### config.mk
export PLATFORM = sky130hd
export DESIGN_NAME = carry_increment_subtractor_seq
export DESIGN_NICKNAME = d
export VERILOG_FILES = /design/src/rtl/cia_pkg.sv /design/src/rtl/cia_block.sv /design/src/rtl/carry_increment_subtractor_seq.sv
export SDC_FILE = /design/constraint.sdc
export NUM_CORES = 1
export LEC_CHECK = 0
export CAP_MARGIN = 20
export CORE_ASPECT_RATIO = 1.5
export CORE_MARGIN = 5
export CORE_UTILIZATION = 40
export CTS_BUF_LIST = sky130_fd_sc_hd__clkbuf_16
export CTS_CLUSTER_DIAMETER = 80
export DETAILED_ROUTE_END_ITERATION = 7
export PLACE_DENSITY_LB_ADDON = 0.3
export SLEW_MARGIN = 25
export SYNTH_ARGS = -nofsm -noshare
export SYNTH_HDL_FRONTEND = slang
export SYNTH_HIERARCHICAL = 1
export SYNTH_SLANG_ARGS = --single-unit
### constraint.sdc
create_clock -name clk -period 3.5 [get_ports clk]
set_clock_uncertainty 0.15 [all_clocks]
set_input_delay 1.05 -clock clk [delete_from_list [all_inputs] [get_ports clk]]
set_output_delay 1.05 -clock clk [all_outputs]
set_load 0.05 [all_outputs]
### src/rtl/cia_pkg.sv
// Shared definitions for the sequential carry-increment subtractor.
// Holds the FSM state encoding and a constant log2 helper for index widths.
// No logic of its own; imported by the top and the slice block.
package cia_pkg;

    typedef enum logic [1:0] {
        IDLE = 2'd0,
        BUSY = 2'd1,
        DONE = 2'd2
    } state_t;

    // Ceiling log2, used only on elaboration-time constants.
    function automatic int clog2(input int v);
        int r;
        r = 0;
        while ((1 << r) < v) begin
            r = r + 1;
        end
        return r;
    endfunction

endpackage

### src/rtl/cia_block.sv
// One carry-increment slice: ripple sum assuming cin=0, then a +1 chain when cin=1.
// Latency: purely combinational, zero cycles.
// Backpressure: none; the owning FSM decides when the result is registered.
module cia_block #(
    parameter int BLOCK = 4
) (
    input  logic [BLOCK-1:0] x,
    input  logic [BLOCK-1:0] y,
    input  logic             cin,
    output logic [BLOCK-1:0] s,
    output logic             cout
);

    logic [BLOCK-1:0] sum0;
    logic             c0;
    logic             inc;

    // Ripple sum with carry-in forced to 0, then conditional increment by cin.
    always_comb begin
        sum0 = '0;
        c0   = 1'b0;
        s    = '0;
        inc  = cin;
        for (int i = 0; i < BLOCK; i++) begin
            sum0[i] = x[i] ^ y[i] ^ c0;
            c0      = (x[i] & y[i]) | (c0 & (x[i] ^ y[i]));
        end
        // The increment ripples only through the run of ones at the bottom of sum0.
        for (int i = 0; i < BLOCK; i++) begin
            s[i] = sum0[i] ^ inc;
            inc  = inc & sum0[i];
        end
        cout = c0 | inc;
    end

endmodule

### src/rtl/carry_increment_subtractor_seq.sv
// Multi-cycle subtractor: diff = a + ~b + ~borrow_in, one BLOCK-bit slice per clock.
// Latency: out_valid rises NUM_BLK clocks after the operand accept edge.
// Backpressure: result held in DONE until out_ready; no operands accepted until back in IDLE.
module carry_increment_subtractor_seq
    import cia_pkg::*;
#(
    parameter int WIDTH = 16,
    parameter int BLOCK = 4
) (
    input  logic             clk,
    input  logic             rst_n,
    input  logic             in_valid,
    output logic             in_ready,
    input  logic [WIDTH-1:0] a,
    input  logic [WIDTH-1:0] b,
    input  logic             borrow_in,
    output logic             out_valid,
    input  logic             out_ready,
    output logic [WIDTH-1:0] diff,
    output logic             borrow_out,
    output logic             overflow
);

    localparam int NUM_BLK = WIDTH / BLOCK;
    localparam int IW      = (NUM_BLK > 1) ? clog2(NUM_BLK) : 1;
    localparam logic [IW-1:0] LAST_IDX = IW'(NUM_BLK - 1);
    localparam int MSB     = WIDTH - 1;

    state_t           state;
    state_t           state_nxt;
    logic [WIDTH-1:0] a_q;
    logic [WIDTH-1:0] nb_q;
    logic             carry;
    logic [IW-1:0]    idx;

    logic [BLOCK-1:0] x_sl;
    logic [BLOCK-1:0] y_sl;
    logic [BLOCK-1:0] s_sl;
    logic             c_out;
    logic [WIDTH-1:0] diff_nxt;
    logic             ovf_nxt;
    logic             last_slice;

    assign in_ready   = (state == IDLE);
    assign out_valid  = (state == DONE);
    assign last_slice = (idx == LAST_IDX);

    // Select the current slice of the latched operands.
    assign x_sl = a_q[int'(idx) * BLOCK +: BLOCK];
    assign y_sl = nb_q[int'(idx) * BLOCK +: BLOCK];

    cia_block #(
        .BLOCK(BLOCK)
    ) u_block (
        .x    (x_sl),
        .y    (y_sl),
        .cin  (carry),
        .s    (s_sl),
        .cout (c_out)
    );

    // Result as it will look once the current slice is written; overflow uses the final MSB.
    // nb_q holds ~b, so a[MSB] != b[MSB] is a[MSB] == nb_q[MSB].
    always_comb begin
        diff_nxt = diff;
        diff_nxt[int'(idx) * BLOCK +: BLOCK] = s_sl;
        ovf_nxt  = (a_q[MSB] == nb_q[MSB]) && (diff_nxt[MSB] != a_q[MSB]);
    end

    // FSM state register.
    always_ff @(posedge clk or negedge rst_n) begin
        if (!rst_n) begin
            state <= IDLE;
        end else begin
            state <= state_nxt;
        end
    end

    // Next-state logic: accept -> walk slices -> hold until consumed.
    always_comb begin
        state_nxt = state;
        case (state)
            IDLE:    if (in_valid)   state_nxt = BUSY;
            BUSY:    if (last_slice) state_nxt = DONE;
            DONE:    if (out_ready)  state_nxt = IDLE;
            default: state_nxt = IDLE;
        endcase
    end

    // Operand latch, per-slice carry chain and registered result outputs.
    always_ff @(posedge clk or negedge rst_n) begin
        if (!rst_n) begin
            a_q        <= '0;
            nb_q       <= '0;
            carry      <= 1'b0;
            idx        <= '0;
            diff       <= '0;
            borrow_out <= 1'b0;
            overflow   <= 1'b0;
        end else begin
            case (state)
                IDLE: begin
                    if (in_valid) begin
                        a_q   <= a;
                        nb_q  <= ~b;
                        carry <= ~borrow_in;
                        idx   <= '0;
                    end
                end
                BUSY: begin
                    diff  <= diff_nxt;
                    carry <= c_out;
                    idx   <= idx + IW'(1);
                    if (last_slice) begin
                        borrow_out <= ~c_out;
                        overflow   <= ovf_nxt;
                    end
                end
                default: begin
                end
            endcase
        end
    end

endmodule

==> flow_summary.yaml <==
cts:
  cts_buffers: 5
  clk_latency_ns: 0.29
  root_buffer: "clkbuf_16"
  cts_tree: "built"
  htreeDepth: 2
  clk_pin_slew_worst_paths_ns: 0.07
  clock-sinks: 55
  clock_path_buffers: 2
timing:
  setup_viol: 0
  hold-worst-slack_ns: 0.334
  report.final.slew_viol_count: 0
  max_clock_freq_mhz: 292
  tightest_slew_ns: 0.594
  finalHoldViolCount: 0
  relSlewSlack: 0.604
  min_period_over_period: 0.980
  fin_crit_ns: 3.43
  grt_setup_unrepaired: "true"
critical_path:
  crit_path_start_kind: "flip-flop"
  rrSetupSlack_ns: 0.07
  cp_max_fo: 6
  worstPathRequired_ns: 3.52
  reg2reg_from: "idx[0]"
  arrival_ns: 3.45
  endpoint_kind: "flip-flop"
  criticalPathCategory: "reg -> reg"
  ff2ff_path_depth: 11
  rr_endpoint: "overflow"
logic_synthesis:
  yosysSeqAreaShare: 0.522
  ys_top_cells_by_count: "55 x dfrtp_1, 30 x nand2_1, 20 x o21ai_0"
  synth.top_cell.area_share: 0.522
  ys_top_cells_by_area: "dfrtp_1 52%, mux2_2 7.3%, mux4_2 6.0%"
  yosysMostFrequentCell: "dfrtp_1"
  ys_warn_count: 6
  syn_inst: 211
  synth-async-reset-ratio: 1.00
  syn_area_sq_um: 2640
  synth_cell_types: 32
  synth_ff_type: "dfrtp_1"
  synth_fp_nets: 261
  synth-edff-count: 0
  synth_area_leader_cell: "dfrtp_1"
  synth_seq_cells: 55
  synth.avg_cell_area_sq_um: 12.5
power:
  comb_power_share: 0.545
  finalPower_w: 0.00387
  ir_drop_uv: 619
  p_sw_frac: 0.412
  p_per_area_nw_per_um2: 1100
  p_clk_frac: 0.163
  switching_power_w: 0.00160
  power.static_leakage_nw: 1.55
  p_seq_frac: 0.292
  p_int_w: 0.00227
floorplanning:
  die_h_um: 109
  start_util: 0.407
  rows: 36
  die_area_sq_um: 8350
  fp.dieW_um: 76.3
  core-area_sq_um: 6490
  ios: 57
layout:
  diodes: 0
  syn2layout_area_growth_pct: 33.3
  layout-drive-gt1-share: 0.212
  fin_util: 0.542
  final_cell_area_sq_um: 3520
  finalNonFillerCells: 350
  nets: 323
placed_design:
  post_dp_cell_area_sq_um: 3300
  place_inst: 340
  dpl.hpwl_um: 4280
  io_buffers: 56
  routabilityCongestion: 0.830
detailed_routing:
  initialDrtViolationCount: 65
  route.detailed.drc: 0
  viasPerCell: 5.11
  dr.pass1.iters: 4
  routed_wl_um: 5650
  post_drt_wl_per_cell_um: 16.1
  ant_nets: 0
  vias: 1787
global_routing:
  grt_pass1_wl_um: 9230
  grt.total_usage: 0.141
  grt-ovfl-total: 0
  grt_pass1_vias: 1886
  grt_antenna_before_repair: 0
  grt_max_degree: 49
flow_run:
  max_cap_viol_count: 0
hold_path:
  hold_end: "nb_q[14]"
  min_path_cells: 2
  hp-start: "nb_q[14]"
  hp-class: "reg -> reg"
run_status:
  status: "complete, no violations"
==> area by class of cell <==
cell class | count | area (sq um)
Clock inverter | 3 | 67.6
Timing Repair Buffer | 64 | 628
Clock buffer | 5 | 125
Tap cell | 76 | 95.1
Fill cell | 589 | 2970
Multi-Input combinational cell | 132 | 1170
Sequential cell | 55 | 1380
Inverter | 15 | 56.3
==> cells by family (layout without fill, tap and decap cells) <==
family / after synthesis / in the layout / synth area share
compound gates: 41 / 41 / 0.106
fa+ha+maj: 13 / 13 / 0.0702
buf+inv: 24 / 87 / 0.0451
flops: 55 / 55 / 0.522
mux: 25 / 25 / 0.142
simple gates: 53 / 53 / 0.115
==> metal layers <==
layer  GRT usage  wire length, um  vias to the layer above
met2       0.266             3150                       61
met1       0.152             2140                      853
met4      0.0650               89                        0
met3      0.0254              261                        6
li1            -                -                      867
met5           0                0                        -
==> cell usage in the layout, fill, tap and decap left out, types with 3 or more instances in the layout <==
| master | count |
|---|---|
| o21ai_2 | 6 |
| dfrtp_1 | 54 |
| mux2_2 | 17 |
| inv_1 | 14 |
| nand2b_1 | 4 |
| o21ai_0 | 20 |
| buf_4 | 7 |
| ha_1 | 9 |
| clkdlybuf4s50_1 | 55 |
| nand3b_1 | 4 |
| a22o_1 | 11 |
| nor2_1 | 3 |
| mux4_2 | 7 |
| nand2_1 | 30 |
| clkbuf_16 | 5 |
==> worst max-delay path, stage by stage, from the launching register on <==
cell and delay, ns:
dfrtp_2 0.47, mux4_2 0.36, ha_1 0.14, inv_1 0.05, fa_2 0.34, fa_2 0.34
fa_1 0.50, inv_2 0.05, ha_4 0.28, and4bb_2 0.25, a2111oi_2 0.07, or3_1 0.32
==> flip-flops by register name (all words and copies together) (netlist names) <==
| signal | flops |
|---|---|
| a_q | 16 |
| diff | 16 |
| nb_q | 16 |
| idx | 2 |
| state | 2 |
| borrow_out | 1 |
| carry | 1 |
| overflow | 1 |
==> worst max path at each step <==
stage / from / to / slack [ns] / cells past startpoint
after global routing: idx[0] / overflow / -0.04 / 11
after detailed placement: idx[0] / overflow / -0.009 / 11
after global placement: idx[0] / overflow / 0.08 / 11
after CTS: idx[0] / overflow / 0.03 / 11
after floorplan: idx[0] / overflow / 0.03 / 12
final: idx[0] / overflow / 0.07 / 11
==> power groups by stage <==
stage                     clock network [W]  logic (W)  registers (W)
after detailed placement                  0    0.00201        0.00115
after CTS                          0.000645    0.00205        0.00114
after global placement                    0    0.00198        0.00114
after global routing               0.000667    0.00232        0.00117
after floorplan                           0    0.00129        0.00126
final                              0.000630    0.00211        0.00113
==> through the flow <==
step	setup slack (ns)	setup TNS, ns
after global placement	0.0847	0
after global routing	-0.0359	-0.0359
final	0.0712	0
after detailed placement	-0.00945	-0.00945
after CTS	0.0316	0
after floorplan	0.0334	0
==> timing repair <==
action / in CTS / in global routing
setup endpoints to repair: 1 / 1
resized for setup: 3 / 1
pin swaps: 0 / 1
hold buffers: 0 / 0
setup buffers: 1 / 1
Power figures use the tool's default switching activity.
